### src/rtl/axi_lite_arb_pkg.sv
// Shared types and constants for the AXI4-Lite transaction arbiter.
//
// Contents:
//   arb_state_e  - transaction scheduler states
//   RESP_SLVERR  - response code the external mux returns on a timed-out transaction
package axi_lite_arb_pkg;

    typedef enum logic [2:0] {
        IDLE,
        WR,
        BW,
        RD,
        RW,
        DRAIN
    } arb_state_e;

    localparam logic [1:0] RESP_SLVERR = 2'b10;

endpackage

### src/rtl/rr_prio_picker.sv
// Combinational round-robin priority picker.
//
// Returns the first set bit of req_i at or after ptr_i, wrapping modulo NUM_REQ.
//
// Ports:
//   req_i   in  NUM_REQ  request vector
//   ptr_i   in  SEL_W    highest-priority index for this pick
//   valid_o out  1       at least one request is set
//   idx_o   out  SEL_W   winning index (0 when valid_o is low)
module rr_prio_picker #(
    parameter int unsigned  NUM_REQ = 4,
    localparam int unsigned SEL_W   = $clog2(NUM_REQ)
) (
    input  logic [NUM_REQ-1:0] req_i,
    input  logic [SEL_W-1:0]   ptr_i,
    output logic               valid_o,
    output logic [SEL_W-1:0]   idx_o
);

    // One extra bit so ptr + offset can exceed NUM_REQ-1 before the wrap.
    localparam int unsigned EXT_W = SEL_W + 1;

    logic [EXT_W-1:0] cand;

    always_comb begin
        valid_o = 1'b0;
        idx_o   = '0;
        cand    = '0;
        for (int unsigned i = 0; i < NUM_REQ; i++) begin
            cand = {1'b0, ptr_i} + EXT_W'(i);
            if (cand >= EXT_W'(NUM_REQ)) begin
                cand = cand - EXT_W'(NUM_REQ);
            end
            if (!valid_o && req_i[cand[SEL_W-1:0]]) begin
                valid_o = 1'b1;
                idx_o   = cand[SEL_W-1:0];
            end
        end
    end

endmodule

### src/rtl/axi_lite_txn_arbiter.sv
// Transaction-level scheduler sharing one AXI4-Lite slave port between NUM_REQ requesters.
// Grants one requester at a time (round robin), then opens the AW/W/B or AR/R channel
// enables of the external mux in protocol order until the single transaction completes.
// No datapath lives here.
//
// Optional feature: define AXI_LITE_TXN_ARBITER_TIMEOUT_EN to bound the B/R wait to
// TIMEOUT_CYCLES; on expiry timeout_o pulses and the block drains the late response.
//
// Ports:
//   clk_i, rst_i                clock, synchronous active-high reset
//   req_i / write_i             per-requester request (level) and write(1)/read(0) qualifier
//   gnt_o                       one-hot grant pulse
//   sel_o                       owning requester index, valid while busy_o
//   busy_o                      transaction in flight
//   aw/w/b/ar/r_en_o            channel pass-through enables to the mux
//   aw/w/b/ar/r_hs_i            shared-side valid&ready per channel
//   done_o                      completion pulse
//   timeout_o, drain_o          timeout pulse and drain mode (0 unless feature enabled)
module axi_lite_txn_arbiter
    import axi_lite_arb_pkg::*;
#(
    parameter int unsigned  NUM_REQ        = 4,
    parameter int unsigned  TIMEOUT_CYCLES = 1024,
    localparam int unsigned SEL_W          = $clog2(NUM_REQ)
) (
    input  logic               clk_i,
    input  logic               rst_i,
    input  logic [NUM_REQ-1:0] req_i,
    input  logic [NUM_REQ-1:0] write_i,
    output logic [NUM_REQ-1:0] gnt_o,
    output logic [SEL_W-1:0]   sel_o,
    output logic               busy_o,
    output logic               aw_en_o,
    output logic               w_en_o,
    output logic               b_en_o,
    output logic               ar_en_o,
    output logic               r_en_o,
    input  logic               aw_hs_i,
    input  logic               w_hs_i,
    input  logic               b_hs_i,
    input  logic               ar_hs_i,
    input  logic               r_hs_i,
    output logic               done_o,
    output logic               timeout_o,
    output logic               drain_o
);

    if (NUM_REQ < 2 || TIMEOUT_CYCLES < 1) begin : g_param_check
        $error("axi_lite_txn_arbiter: NUM_REQ must be >= 2 and TIMEOUT_CYCLES >= 1");
    end

    arb_state_e         state_q, state_d;
    logic [SEL_W-1:0]   ptr_q, ptr_d;
    logic [SEL_W-1:0]   sel_q, sel_d;
    logic [NUM_REQ-1:0] gnt_q, gnt_d;
    logic               done_q, done_d;
    logic               aw_done_q, aw_done_d;
    logic               w_done_q, w_done_d;

    logic               pick_valid;
    logic [SEL_W-1:0]   pick_idx;

    rr_prio_picker #(
        .NUM_REQ (NUM_REQ)
    ) u_picker (
        .req_i   (req_i),
        .ptr_i   (ptr_q),
        .valid_o (pick_valid),
        .idx_o   (pick_idx)
    );

`ifdef AXI_LITE_TXN_ARBITER_TIMEOUT_EN
    localparam int unsigned CNT_W = $clog2(TIMEOUT_CYCLES + 1);

    logic [CNT_W-1:0] cnt_q, cnt_d;
    logic             timeout_q, timeout_d;
    logic             expired;

    // Count value reached on the last allowed waiting cycle.
    assign expired = (cnt_q == CNT_W'(TIMEOUT_CYCLES - 1));
`endif

    always_comb begin
        state_d   = state_q;
        ptr_d     = ptr_q;
        sel_d     = sel_q;
        gnt_d     = '0;
        done_d    = 1'b0;
        aw_done_d = aw_done_q;
        w_done_d  = w_done_q;
`ifdef AXI_LITE_TXN_ARBITER_TIMEOUT_EN
        cnt_d     = cnt_q;
        timeout_d = 1'b0;
`endif
        unique case (state_q)
            IDLE: begin
                if (pick_valid) begin
                    sel_d           = pick_idx;
                    gnt_d[pick_idx] = 1'b1;
                    ptr_d           = (pick_idx == SEL_W'(NUM_REQ - 1)) ? '0
                                                                       : pick_idx + SEL_W'(1);
                    state_d         = write_i[pick_idx] ? WR : RD;
                end
            end
            WR: begin
                if (aw_hs_i) aw_done_d = 1'b1;
                if (w_hs_i)  w_done_d  = 1'b1;
                // Covers both same-cycle and staggered AW/W completion.
                if (aw_done_d && w_done_d) begin
                    state_d = BW;
`ifdef AXI_LITE_TXN_ARBITER_TIMEOUT_EN
                    cnt_d   = '0;
`endif
                end
            end
            BW: begin
                if (b_hs_i) begin
                    done_d    = 1'b1;
                    aw_done_d = 1'b0;
                    w_done_d  = 1'b0;
                    state_d   = IDLE;
                end
`ifdef AXI_LITE_TXN_ARBITER_TIMEOUT_EN
                else if (expired) begin
                    timeout_d = 1'b1;
                    state_d   = DRAIN;
                end else begin
                    cnt_d = cnt_q + CNT_W'(1);
                end
`endif
            end
            RD: begin
                if (ar_hs_i) begin
                    state_d = RW;
`ifdef AXI_LITE_TXN_ARBITER_TIMEOUT_EN
                    cnt_d   = '0;
`endif
                end
            end
            RW: begin
                if (r_hs_i) begin
                    done_d  = 1'b1;
                    state_d = IDLE;
                end
`ifdef AXI_LITE_TXN_ARBITER_TIMEOUT_EN
                else if (expired) begin
                    timeout_d = 1'b1;
                    state_d   = DRAIN;
                end else begin
                    cnt_d = cnt_q + CNT_W'(1);
                end
`endif
            end
`ifdef AXI_LITE_TXN_ARBITER_TIMEOUT_EN
            DRAIN: begin
                // The mux already answered SLVERR; swallow the late response.
                if (b_hs_i || r_hs_i) begin
                    done_d    = 1'b1;
                    aw_done_d = 1'b0;
                    w_done_d  = 1'b0;
                    state_d   = IDLE;
                end
            end
`endif
            default: begin
                state_d = IDLE;
            end
        endcase
    end

    always_ff @(posedge clk_i) begin
        if (rst_i) begin
            state_q   <= IDLE;
            ptr_q     <= '0;
            sel_q     <= '0;
            gnt_q     <= '0;
            done_q    <= 1'b0;
            aw_done_q <= 1'b0;
            w_done_q  <= 1'b0;
        end else begin
            state_q   <= state_d;
            ptr_q     <= ptr_d;
            sel_q     <= sel_d;
            gnt_q     <= gnt_d;
            done_q    <= done_d;
            aw_done_q <= aw_done_d;
            w_done_q  <= w_done_d;
        end
    end

`ifdef AXI_LITE_TXN_ARBITER_TIMEOUT_EN
    always_ff @(posedge clk_i) begin
        if (rst_i) begin
            cnt_q     <= '0;
            timeout_q <= 1'b0;
        end else begin
            cnt_q     <= cnt_d;
            timeout_q <= timeout_d;
        end
    end

    assign timeout_o = timeout_q;
    assign drain_o   = (state_q == DRAIN);
`else
    assign timeout_o = 1'b0;
    assign drain_o   = 1'b0;
`endif

    // Enables decode the registered state only: no path from *_hs_i to *_en_o.
    assign gnt_o   = gnt_q;
    assign sel_o   = sel_q;
    assign done_o  = done_q;
    assign busy_o  = (state_q != IDLE);
    assign aw_en_o = (state_q == WR) && !aw_done_q;
    assign w_en_o  = (state_q == WR) && !w_done_q;
    assign b_en_o  = (state_q == BW);
    assign ar_en_o = (state_q == RD);
    assign r_en_o  = (state_q == RW);

endmodule
### config.mk
export PLATFORM = sky130hd
export DESIGN_NAME = axi_lite_txn_arbiter
export DESIGN_NICKNAME = d
export VERILOG_FILES = /design/src/rtl/axi_lite_arb_pkg.sv /design/src/rtl/rr_prio_picker.sv /design/src/rtl/axi_lite_txn_arbiter.sv
export SDC_FILE = /design/constraint.sdc
export NUM_CORES = 1
export LEC_CHECK = 0
export CAP_MARGIN = 20
export CORE_UTILIZATION = 42
export DETAILED_ROUTE_END_ITERATION = 12
export PLACE_DENSITY = 0.75
export SLEW_MARGIN = 20
export SYNTH_ARGS = -nofsm -noshare
export SYNTH_HDL_FRONTEND = slang
export SYNTH_SLANG_ARGS = --single-unit
### constraint.sdc
create_clock -name clk_i -period 2.05 [get_ports clk_i]
set_clock_uncertainty 0.1 [all_clocks]
set_input_delay 0.205 -clock clk_i [delete_from_list [all_inputs] [get_ports clk_i]]
set_output_delay 0.205 -clock clk_i [all_outputs]
set_load 0.01 [all_outputs]
==> run summary <==
The number of hold buffers added after cts is 0. The flow ran to the end, and the final reports show no timing, DRC or antenna violations. The sink count of the clock tree came out at 14. The share of final-layout standard cells stronger than drive strength 1 came out at 16.4%. The launching element type of the critical path is a register. The clock tree from TritonCTS is built.

In this run the remaining antenna-violating nets after routing total 0. The maximum number of pins on one net before global-route repair is 13. Max-cap violations in this run came to 0. Summed over all instances, the cell type with the most area after synthesis is sky130_fd_sc_hd__dfxtp_1. Sorting the synthesized cells by area gives the leading types as sky130_fd_sc_hd__dfxtp_1 (37%), sky130_fd_sc_hd__mux2i_1 (7.9%), sky130_fd_sc_hd__ha_1 (6.6%), sky130_fd_sc_hd__nor2_1 (4.5%), sky130_fd_sc_hd__and2_1 (4.1%). At the worst endpoint, the arrival time is approximately 1600 ps.

The number of synthesized register bits came out at 14. The routed wire length is between 1 and 1.5 mm. The instance count of the mapped netlist is 85. At the worst endpoint, the required time is ~1800 ps. The clock-pin slew reported for the worst setup and hold paths after clock tree synthesis is 80 ps. The maximum fanout encountered on the critical timing path came out at 5. The die span in y came out at 44.5 um. The number of slew-limit violations in the final report was 0. The per-cell via count in the routed design came out at between 4 and 5. The half-perimeter wire length after detailed placement is 1.22 mm. The final route contains just under 700 vias.

The power per cell area is 1250 nW/um^2. After the last flow step, the layout net total stands at 136. The core box area is 1590 um^2. The floorplan has 14 rows.

The clock latency on the worst-skew pair is 280 ps. The post-synthesis to final-layout area growth is 46.4%. The placer congestion estimate is 0.778. Clock tree synthesis selected as its root buffer the cell sky130_fd_sc_hd__clkbuf_4.

In the global route stage, overall resource usage came out at 17.6%. Summed over all cells, the static leakage comes to 0.465 nW. The total count of hold-check failures in the final report is 0. The routed wirelength normalized by instance count came out at between 10 and 15 um.

The count of buffers inserted at the top-level ports came out at 27. The number of gates resized after cts came out at 2. The worst hold path belongs to the class reg2reg. The kind of end point of the critical path is a primary output. The critical path start-end classification is reg2out. The proportion of synthesized chip area in sequential cells is 37.0%.

The peak supply drop came out at between 0.0006 and 0.0007 V. The via count of the first global-routing pass is 616. Adding up every negative setup slack in the final design gives 0 ps. Yosys instantiated no cell more often than sky130_fd_sc_hd__dfxtp_1. For this run, design rule violations remaining after detail routing come to 0. The final cell count without fillers is 140. The number of enable flip-flop cells after synthesis is 0. The clock period could shrink to 1950 ps. Measured along the x axis, the die boundary spans roughly 44 um.

The final setup violation count is 0. The layout has about 120 filler cells. CTS built an H-tree with a depth of 1.

The total global routing overflow came out at 0. Ranked by instance count, the synthesized netlist is headed by sky130_fd_sc_hd__dfxtp_1 (14), sky130_fd_sc_hd__nor2_1 (9), sky130_fd_sc_hd__inv_1 (7). The most used flip-flop cell after synthesis is sky130_fd_sc_hd__dfxtp_1. The yosys synthesis warning count came out at 0. The instance count after placement with tap cells included came out at between 100 and 150. Each instance of the synthesized netlist takes up on average ~9 um^2.

30 I/O pins were placed. The post-CTS setup buffer count came out at 0. The fraction of the cycle the final worst path needs is 94.9%. Static timing analysis puts the maximum clock frequency at 514 MHz. TritonCTS created 3 clock buffers. The die footprint is 1980 um^2.

The first global-routing pass estimated roughly 2.6 mm of wire. The share of the synthesized area in the top cell type came out at 37.0%. The count of antenna diodes in the layout came out at 0. In this run, the number of DRC markers left after iteration 0 of detailed routing was 15. The number of antenna violations at the first check in global routing is 0. The count of TritonRoute iterations in the first routing pass is 3. The fraction of synthesis flops using an asynchronous set or reset pin is 0%. Summing every instance area after synthesis gives 757 um^2. For this configuration, the core starts out at a cell density of 47.5%. The final hold slack came out at between 400 and 500 ps.

The number of distinct standard cells referenced by the synthesized netlist is 28. Setup repair after global routing could not meet its margin everywhere. The clock tree buffer depth came out at 2.
[sequential cells by signal, indices dropped and copies added (netlist names)]
name,count
gnt_o,4
w_done_q,1
done_o,1
ptr_q,2
sel_o,2
aw_done_q,1
state_q,3
[placed cells by master, fill, tap and decap left out]
master / n
sky130_fd_sc_hd__nor2b_1: 1
sky130_fd_sc_hd__clkbuf_8: 1
sky130_fd_sc_hd__inv_1: 7
sky130_fd_sc_hd__o31ai_4: 1
sky130_fd_sc_hd__dfxtp_2: 2
sky130_fd_sc_hd__clkdlybuf4s50_1: 27
sky130_fd_sc_hd__a31oi_1: 2
sky130_fd_sc_hd__a22oi_1: 2
sky130_fd_sc_hd__nor2_2: 2
sky130_fd_sc_hd__nor3_1: 2
sky130_fd_sc_hd__and2_1: 5
sky130_fd_sc_hd__and2b_1: 1
sky130_fd_sc_hd__a21o_1: 1
sky130_fd_sc_hd__nor3b_2: 1
sky130_fd_sc_hd__a21oi_2: 3
sky130_fd_sc_hd__o22a_1: 1
sky130_fd_sc_hd__mux2i_1: 6
sky130_fd_sc_hd__clkbuf_4: 3
sky130_fd_sc_hd__dfxtp_1: 12
sky130_fd_sc_hd__ha_1: 4
sky130_fd_sc_hd__or4_4: 1
sky130_fd_sc_hd__o22ai_1: 3
sky130_fd_sc_hd__a21oi_1: 5
sky130_fd_sc_hd__conb_1: 2
sky130_fd_sc_hd__nor2b_2: 1
sky130_fd_sc_hd__buf_4: 3
sky130_fd_sc_hd__nor2_1: 8
sky130_fd_sc_hd__nand2_1: 4
sky130_fd_sc_hd__a221oi_2: 1
sky130_fd_sc_hd__nand3_1: 1
sky130_fd_sc_hd__a211oi_1: 3
[final cells by class]
type                       instances  area [um^2]  area share, %
inverter                           7         26.3           2.37
multi-input combinational         61          440           39.7
clock buffer                       4         36.3           3.27
tap                               24         30.0           2.71
sequential                        14          283           25.5
timing repair buffer              30          293           26.4
[critical path, cell delays in order, from the launching register on]
cell                              delay (ps)
sky130_fd_sc_hd__dfxtp_2                 410
sky130_fd_sc_hd__nor2b_2                 210
sky130_fd_sc_hd__nor2b_1                 190
sky130_fd_sc_hd__clkdlybuf4s50_1         560
[final timing paths]
path | from | end | slack, ps | cells past startpoint
setup / recovery | state_q[1] | b_en_o | 100 | 3
hold / removal | sel_o[1] | sel_o[1] | 410 | 2
setup reg to reg | ptr_q[0] | state_q[1] | 370 | 7
hold reg to reg | sel_o[1] | sel_o[1] | 410 | 2
[per-stage QoR]
stage          power, mW  util (%)  worst slack (ps)  instance area [um^2]
2_1_floorplan      0.878         -               457                   761
3_3_place_gp        1.18      66.5              42.4                  1060
3_5_place_dp        1.18      66.5              13.9                  1060
4_1_cts             1.39      69.2              5.42                  1100
5_1_grt             1.49      69.5            -0.319                  1110
6_report            1.38      69.5               105                  1110
[report_power, final]
part,internal (mW),total (mW),switching (mW),leakage (nW)
combinational,0.397,0.734,0.337,0.329
clock,0.108,0.192,0.0843,0.0210
sequential,0.358,0.457,0.0988,0.115
total,0.864,1.38,0.520,0.465
[logic make-up (layout without fill, tap and decap cells)]
group,Yosys count,after routing,share of synthesized area (%)
muxes,6,6,7.93
DFF,14,14,37.0
adders and majority gates,4,4,6.61
other,1,2,0.495
and+or+nand+nor,27,27,18.5
buffers and inverters,11,41,6.61
AOI/OAI and AO/OA,22,22,22.8
[metal layers]
layer  vias up  part of all wire (%)  global-route usage (%)
li1        357                     -                       -
met2        17                    48                    26.8
met4         0                     0                    3.64
met5         -                     0                       0
met1       312                    48                    23.4
met3         0                   4.1                    7.35
No activity file was read; power rests on OpenSTA's default activity.
